### config.mk
export PLATFORM = sky130hd
export DESIGN_NAME = spi_alu_sequencer
export DESIGN_NICKNAME = d
export VERILOG_FILES = /design/src/rtl/spi_alu_pkg.sv /design/src/rtl/spi_shift_reg.sv /design/src/rtl/spi_alu_sequencer.sv
export SDC_FILE = /design/constraint.sdc
export NUM_CORES = 1
export LEC_CHECK = 0
export BUFFER_PORTS_ARGS = -buffer_cell sky130_fd_sc_hd__buf_2
export CAP_MARGIN = 20
export CORE_MARGIN = 10
export CORE_UTILIZATION = 30
export DETAILED_ROUTE_END_ITERATION = 10
export GPL_ROUTABILITY_DRIVEN = 0
export HOLD_SLACK_MARGIN = 0.03
export SLEW_MARGIN = 5
export SYNTH_ARGS = -nofsm -noshare
export SYNTH_HDL_FRONTEND = slang
export SYNTH_HIERARCHICAL = 1
export SYNTH_SLANG_ARGS = --single-unit
### constraint.sdc
create_clock -name clk_arduino -period 2.29 [get_ports clk_arduino]
set_clock_uncertainty 0.1 [all_clocks]
set_input_delay 0.458 -clock clk_arduino [delete_from_list [all_inputs] [get_ports clk_arduino]]
set_output_delay 0.458 -clock clk_arduino [all_outputs]
set_load 0.005 [all_outputs]
### src/rtl/spi_alu_pkg.sv
// Shared types and frame geometry for the SPI-to-ALU transaction controller.
package spi_alu_pkg;

  localparam int unsigned OPERAND_W = 4;
  localparam int unsigned OPCODE_W  = 4;
  localparam int unsigned FLAGS_W   = 4;

  localparam int unsigned FRAME_W = 2 * OPERAND_W + OPCODE_W;
  localparam int unsigned RESP_W  = OPERAND_W + FLAGS_W;

  // Response streamed back when the ALU never completes.
  localparam logic [RESP_W-1:0] TIMEOUT_RESP = '1;

  typedef enum logic [1:0] {
    S_IDLE,
    S_RECV,
    S_EXEC,
    S_RESP
  } seq_state_t;

endpackage

### src/rtl/spi_shift_reg.sv
// Parallel-load shift register, serial in at the LSB so data leaves MSB first.
module spi_shift_reg #(
  parameter int unsigned W = 8
) (
  input  logic         clk_i,
  input  logic         rst_i,
  input  logic         load_i,
  input  logic [W-1:0] load_data_i,
  input  logic         shift_i,
  input  logic         serial_i,
  output logic [W-1:0] data_o
);

  logic [W-1:0] data_q;
  logic [W-1:0] data_d;

  // Load wins over shift when both are requested.
  always_comb begin
    data_d = data_q;
    if (load_i) begin
      data_d = load_data_i;
    end else if (shift_i) begin
      data_d = {data_q[W-2:0], serial_i};
    end
  end

  always_ff @(posedge clk_i) begin
    if (rst_i) begin
      data_q <= '0;
    end else begin
      data_q <= data_d;
    end
  end

  assign data_o = data_q;

endmodule

### src/rtl/spi_alu_sequencer.sv
// Receives an operand/operator frame over SPI, runs one ALU operation with a
// completion timeout, and streams {result, flags} back on MISO.
module spi_alu_sequencer
  import spi_alu_pkg::*;
#(
  parameter int unsigned ALU_TIMEOUT = 8
) (
  input  logic                 clk_arduino,
  input  logic                 reset,
  input  logic                 CS,
  input  logic                 MOSI,
  output logic                 MISO,
  output logic [OPERAND_W-1:0] alu_a,
  output logic [OPERAND_W-1:0] alu_b,
  output logic [OPCODE_W-1:0]  alu_op,
  output logic                 alu_start,
  input  logic                 alu_done,
  input  logic [OPERAND_W-1:0] alu_result,
  input  logic [FLAGS_W-1:0]   alu_flags,
  output logic [OPERAND_W-1:0] leds,
  output logic                 busy,
  output logic                 frame_err
);

  localparam int unsigned BIT_CNT_W = $clog2(FRAME_W);
  localparam int unsigned TX_CNT_W  = $clog2(RESP_W + 1);
  localparam int unsigned TO_CNT_W  = $clog2(ALU_TIMEOUT + 1);

  localparam logic [BIT_CNT_W-1:0] BIT_LAST = BIT_CNT_W'(FRAME_W - 1);
  localparam logic [TX_CNT_W-1:0]  TX_LAST  = TX_CNT_W'(RESP_W - 1);
  localparam logic [TO_CNT_W-1:0]  TO_LAST  = TO_CNT_W'(ALU_TIMEOUT - 1);

  seq_state_t state_q, state_d;

  logic                 miso_q, miso_d;
  logic [OPERAND_W-1:0] alu_a_q, alu_a_d;
  logic [OPERAND_W-1:0] alu_b_q, alu_b_d;
  logic [OPCODE_W-1:0]  alu_op_q, alu_op_d;
  logic                 alu_start_q, alu_start_d;
  logic [OPERAND_W-1:0] leds_q, leds_d;
  logic                 busy_q, busy_d;
  logic                 frame_err_q, frame_err_d;
  logic [BIT_CNT_W-1:0] bit_cnt_q, bit_cnt_d;
  logic [TX_CNT_W-1:0]  tx_cnt_q, tx_cnt_d;
  logic [TO_CNT_W-1:0]  to_cnt_q, to_cnt_d;

  logic                 rx_shift;
  logic [FRAME_W-1:0]   rx_data;
  logic [FRAME_W-1:0]   frame_nxt;
  logic                 tx_load;
  logic                 tx_shift;
  logic [RESP_W-1:0]    tx_load_data;
  logic [RESP_W-1:0]    tx_data;

  logic                 unused_rx_msb;
  logic                 unused_tx_bits;

  spi_shift_reg #(.W(FRAME_W)) u_rx (
    .clk_i       (clk_arduino),
    .rst_i       (reset),
    .load_i      (1'b0),
    .load_data_i ('0),
    .shift_i     (rx_shift),
    .serial_i    (MOSI),
    .data_o      (rx_data)
  );

  spi_shift_reg #(.W(RESP_W)) u_tx (
    .clk_i       (clk_arduino),
    .rst_i       (reset),
    .load_i      (tx_load),
    .load_data_i (tx_load_data),
    .shift_i     (tx_shift),
    .serial_i    (1'b0),
    .data_o      (tx_data)
  );

  // Frame as it will look once the bit on MOSI this edge is shifted in.
  assign frame_nxt      = {rx_data[FRAME_W-2:0], MOSI};
  assign unused_rx_msb  = rx_data[FRAME_W-1];
  assign unused_tx_bits = ^{tx_data[RESP_W-1], tx_data[RESP_W-3:0]};

  // Next-state, datapath control and registered-output next values.
  always_comb begin
    state_d      = state_q;
    miso_d       = miso_q;
    alu_a_d      = alu_a_q;
    alu_b_d      = alu_b_q;
    alu_op_d     = alu_op_q;
    alu_start_d  = 1'b0;
    leds_d       = leds_q;
    frame_err_d  = frame_err_q;
    bit_cnt_d    = bit_cnt_q;
    tx_cnt_d     = tx_cnt_q;
    to_cnt_d     = to_cnt_q;
    rx_shift     = 1'b0;
    tx_load      = 1'b0;
    tx_shift     = 1'b0;
    tx_load_data = TIMEOUT_RESP;

    case (state_q)
      S_IDLE: begin
        miso_d = 1'b0;
        if (!CS && MOSI) begin
          state_d     = S_RECV;
          miso_d      = 1'b1;
          bit_cnt_d   = '0;
          frame_err_d = 1'b0;
        end
      end

      S_RECV: begin
        if (CS) begin
          state_d     = S_IDLE;
          frame_err_d = 1'b1;
          miso_d      = 1'b0;
        end else begin
          rx_shift = 1'b1;
          miso_d   = 1'b1;
          if (bit_cnt_q == BIT_LAST) begin
            state_d     = S_EXEC;
            miso_d      = 1'b0;
            alu_a_d     = frame_nxt[FRAME_W-1 -: OPERAND_W];
            alu_b_d     = frame_nxt[OPCODE_W +: OPERAND_W];
            alu_op_d    = frame_nxt[OPCODE_W-1:0];
            alu_start_d = 1'b1;
            to_cnt_d    = '0;
          end else begin
            bit_cnt_d = bit_cnt_q + BIT_CNT_W'(1);
          end
        end
      end

      S_EXEC: begin
        miso_d = 1'b0;
        if (CS) begin
          state_d     = S_IDLE;
          frame_err_d = 1'b1;
        end else if (alu_done) begin
          // Completion beats a coinciding timeout.
          state_d      = S_RESP;
          tx_load      = 1'b1;
          tx_load_data = {alu_result, alu_flags};
          miso_d       = alu_result[OPERAND_W-1];
          leds_d       = alu_result;
          tx_cnt_d     = '0;
        end else if (to_cnt_q == TO_LAST) begin
          state_d      = S_RESP;
          tx_load      = 1'b1;
          tx_load_data = TIMEOUT_RESP;
          miso_d       = TIMEOUT_RESP[RESP_W-1];
          frame_err_d  = 1'b1;
          tx_cnt_d     = '0;
        end else begin
          to_cnt_d = to_cnt_q + TO_CNT_W'(1);
        end
      end

      S_RESP: begin
        // The last bit completes regardless of CS.
        if (tx_cnt_q == TX_LAST) begin
          state_d = S_IDLE;
          miso_d  = 1'b0;
        end else if (CS) begin
          state_d     = S_IDLE;
          frame_err_d = 1'b1;
          miso_d      = 1'b0;
        end else begin
          tx_shift = 1'b1;
          miso_d   = tx_data[RESP_W-2];
          tx_cnt_d = tx_cnt_q + TX_CNT_W'(1);
        end
      end

      default: begin
        state_d = S_IDLE;
        miso_d  = 1'b0;
      end
    endcase

    busy_d = (state_d != S_IDLE);
  end

  always_ff @(posedge clk_arduino) begin
    if (reset) begin
      state_q     <= S_IDLE;
      miso_q      <= 1'b0;
      alu_a_q     <= '0;
      alu_b_q     <= '0;
      alu_op_q    <= '0;
      alu_start_q <= 1'b0;
      leds_q      <= '0;
      busy_q      <= 1'b0;
      frame_err_q <= 1'b0;
      bit_cnt_q   <= '0;
      tx_cnt_q    <= '0;
      to_cnt_q    <= '0;
    end else begin
      state_q     <= state_d;
      miso_q      <= miso_d;
      alu_a_q     <= alu_a_d;
      alu_b_q     <= alu_b_d;
      alu_op_q    <= alu_op_d;
      alu_start_q <= alu_start_d;
      leds_q      <= leds_d;
      busy_q      <= busy_d;
      frame_err_q <= frame_err_d;
      bit_cnt_q   <= bit_cnt_d;
      tx_cnt_q    <= tx_cnt_d;
      to_cnt_q    <= to_cnt_d;
    end
  end

  assign MISO      = miso_q;
  assign alu_a     = alu_a_q;
  assign alu_b     = alu_b_q;
  assign alu_op    = alu_op_q;
  assign alu_start = alu_start_q;
  assign leds      = leds_q;
  assign busy      = busy_q;
  assign frame_err = frame_err_q;

endmodule

==> impl_metrics.json <==
{
  "final_nets": 321,
  "dr.pass1.iters": 4,
  "num_antenna_cells": 0,
  "cp_slowest_cell": "a2111o_1",
  "viasPerCell": 4.67,
  "rsz0062_at_grt": "false",
  "antenna_left": 0,
  "crit_cells": 5,
  "fin_crit_ns": 1.95,
  "path_buf_inv": 0,
  "p_switching_mw": 0.387,
  "final-setup-viol-count": 0,
  "ioPinCount": 33,
  "powerDensity_nw_per_um2": 612,
  "crit_type": "reg2reg",
  "pwr-share-comb_pct": 7.0,
  "final_max_slew_viol_count": 0,
  "cts_tree": "built",
  "grt_pass1_wl_um": 8470,
  "hold_viol": 0,
  "multi_input_area_um2": 1340,
  "cts_resized": 0,
  "rows": 32,
  "gr-total-overflow": 0,
  "route.detailed.drc": 0,
  "vias": 1904,
  "antenna_found_initial": 0,
  "critPathArrivalTime_ns": 2.09,
  "wirelength_um": 5150,
  "coreArea_um2": 7770,
  "seq_area_um2": 1040,
  "drive_gt1_share_pct": 19.9,
  "outcome": "finished, final reports clean",
  "critPathMaxFanout": 5,
  "timing.fmax_mhz": 513,
  "slowest_delay_ns": 0.47,
  "p_clk_share_pct": 39.4,
  "syn2layout_area_growth_pct": 18.6,
  "clkTransAtPathRegs_ns": 0.09,
  "fillerInstances": 810,
  "dpl_cell_area_um2": 2730,
  "die_w_um": 110,
  "cts_root_buf": "clkbuf_8",
  "setup_tns_ns": 0,
  "max_cap_viol_count": 0,
  "drt_iter0_markers": 87,
  "grt_max_degree": 34,
  "cts_buffers": 5,
  "critPathLaunchType": "flop",
  "r2r_cells": 5,
  "yosys_warnings": 6,
  "seq_power_share_pct": 53.6,
  "vdd_drop_max_mv": 0.315,
  "critPathTopFamily": "compound AO/OA/AOI/OAI gates",
  "min_period_over_period_pct": 85.1,
  "die-area_um2": 12000,
  "synthCells": 260,
  "post_drt_wl_per_cell_um": 12.6,
  "tightest_slew_ns": 0.656,
  "path_cells": "ha_1 -> and4b_4 -> a2111o_1 -> or3_1 -> a21oi_1",
  "port_buffers": 32,
  "min_path_cells": 3,
  "crit_path_end_kind": "flop",
  "grt_usage_pct": 8.73,
  "r2r_slack_ns": 0.34,
  "post_cts_buffers": 0,
  "ctsHoldBuffers": 0,
  "grt_pass1_vias": 1825,
  "netSwitchingFraction_pct": 22.2,
  "p_int_mw": 1.36,
  "htree_num_levels": 2,
  "cts_buffer_depth": 2,
  "initial_core_util_pct": 31.0,
  "syn_area_um2": 2410,
  "slew_headroom_pct": 55.7,
  "leakage_nw": 1.08,
  "fin_area_um2": 2850,
  "min_path_type": "in2reg",
  "syn_avg_cell_area_um2": 9.25,
  "dpl.hpwl_um": 3770,
  "clk_latency_ns": 0.31,
  "clock-sinks": 52,
  "die_y_um": 110,
  "required_ns": 2.44
}
==> power groups by stage <==
stage               Combinational, mW  Clock (mW)  Sequential (mW)
CTS                             0.119       0.707            0.937
floorplan                      0.0873           0            0.955
global route                    0.135       0.744            0.940
finish                          0.122       0.689            0.936
global placement                0.116           0            0.958
detailed placement              0.119           0            0.958
==> final timing paths <==
path / startpoint / endpoint
worst max-delay path: tx_cnt_q[0] / tx_cnt_q[3]
worst min-delay path: alu_result[1] / leds[1]
worst max register to register: tx_cnt_q[0] / tx_cnt_q[3]
worst min register to register: alu_b[1] / alu_b[1]
==> through the flow <==
stage	hold slack [ns]	setup WS, ns	util (%)	power [mW]	std cells
after CTS	0.313	0.344	36.7	1.76	408
after global placement	0.341	0.307	35.1	1.07	400
after floorplan	0.331	0.473	-	1.04	274
final	0.311	0.340	36.7	1.75	408
after global routing	0.326	0.229	36.7	1.82	408
after detailed placement	0.347	0.220	35.1	1.08	400
==> state kept, by name, summed over array words and instances, names as in the netlist, 2 cells and up <==
| name | cells |
|---|---|
| tx_cnt_q | 4 |
| u_tx/data_o | 7 |
| alu_op | 4 |
| leds | 4 |
| state_q | 2 |
| bit_cnt_q | 4 |
| alu_b | 4 |
| u_rx/data_o | 11 |
| to_cnt_q | 4 |
| alu_a | 4 |
==> worst min-delay path, cell delays in order <==
cell and delay [ns]:
buf_2 0.09, mux2i_1 0.06, nor2_1 0.08
==> cell type report <==
type | count | share of cell area [%]
Clock buffer | 7 | 3.38
Clock inverter | 1 | 1.05
Inverter | 5 | 0.658
Multi-Input combinational cell | 203 | 46.8
Sequential cell | 52 | 36.5
Tap cell | 102 | 4.47
Timing Repair Buffer | 38 | 7.19
==> placed cells by master, fill, tap and decap left out, types with 9 or more instances in the layout <==
cell and instances:
nor2b_1 18, buf_2 32, a21oi_1 16, conb_1 15, dfxtp_1 52, a211oi_1 9
mux2i_1 26, a211oi_2 10, nand2_1 27, nor2_1 26
==> metal layers <==
layer / wire (um) / up-vias / GRT usage, %
met3: 258 / 7 / 3.45
met2: 2410 / 24 / 14.0
met1: 2420 / 893 / 10.6
met5: 0 / - / 0
met4: 55 / 0 / 2.51
li1: - / 980 / -
Power figures use the tool's default switching activity.
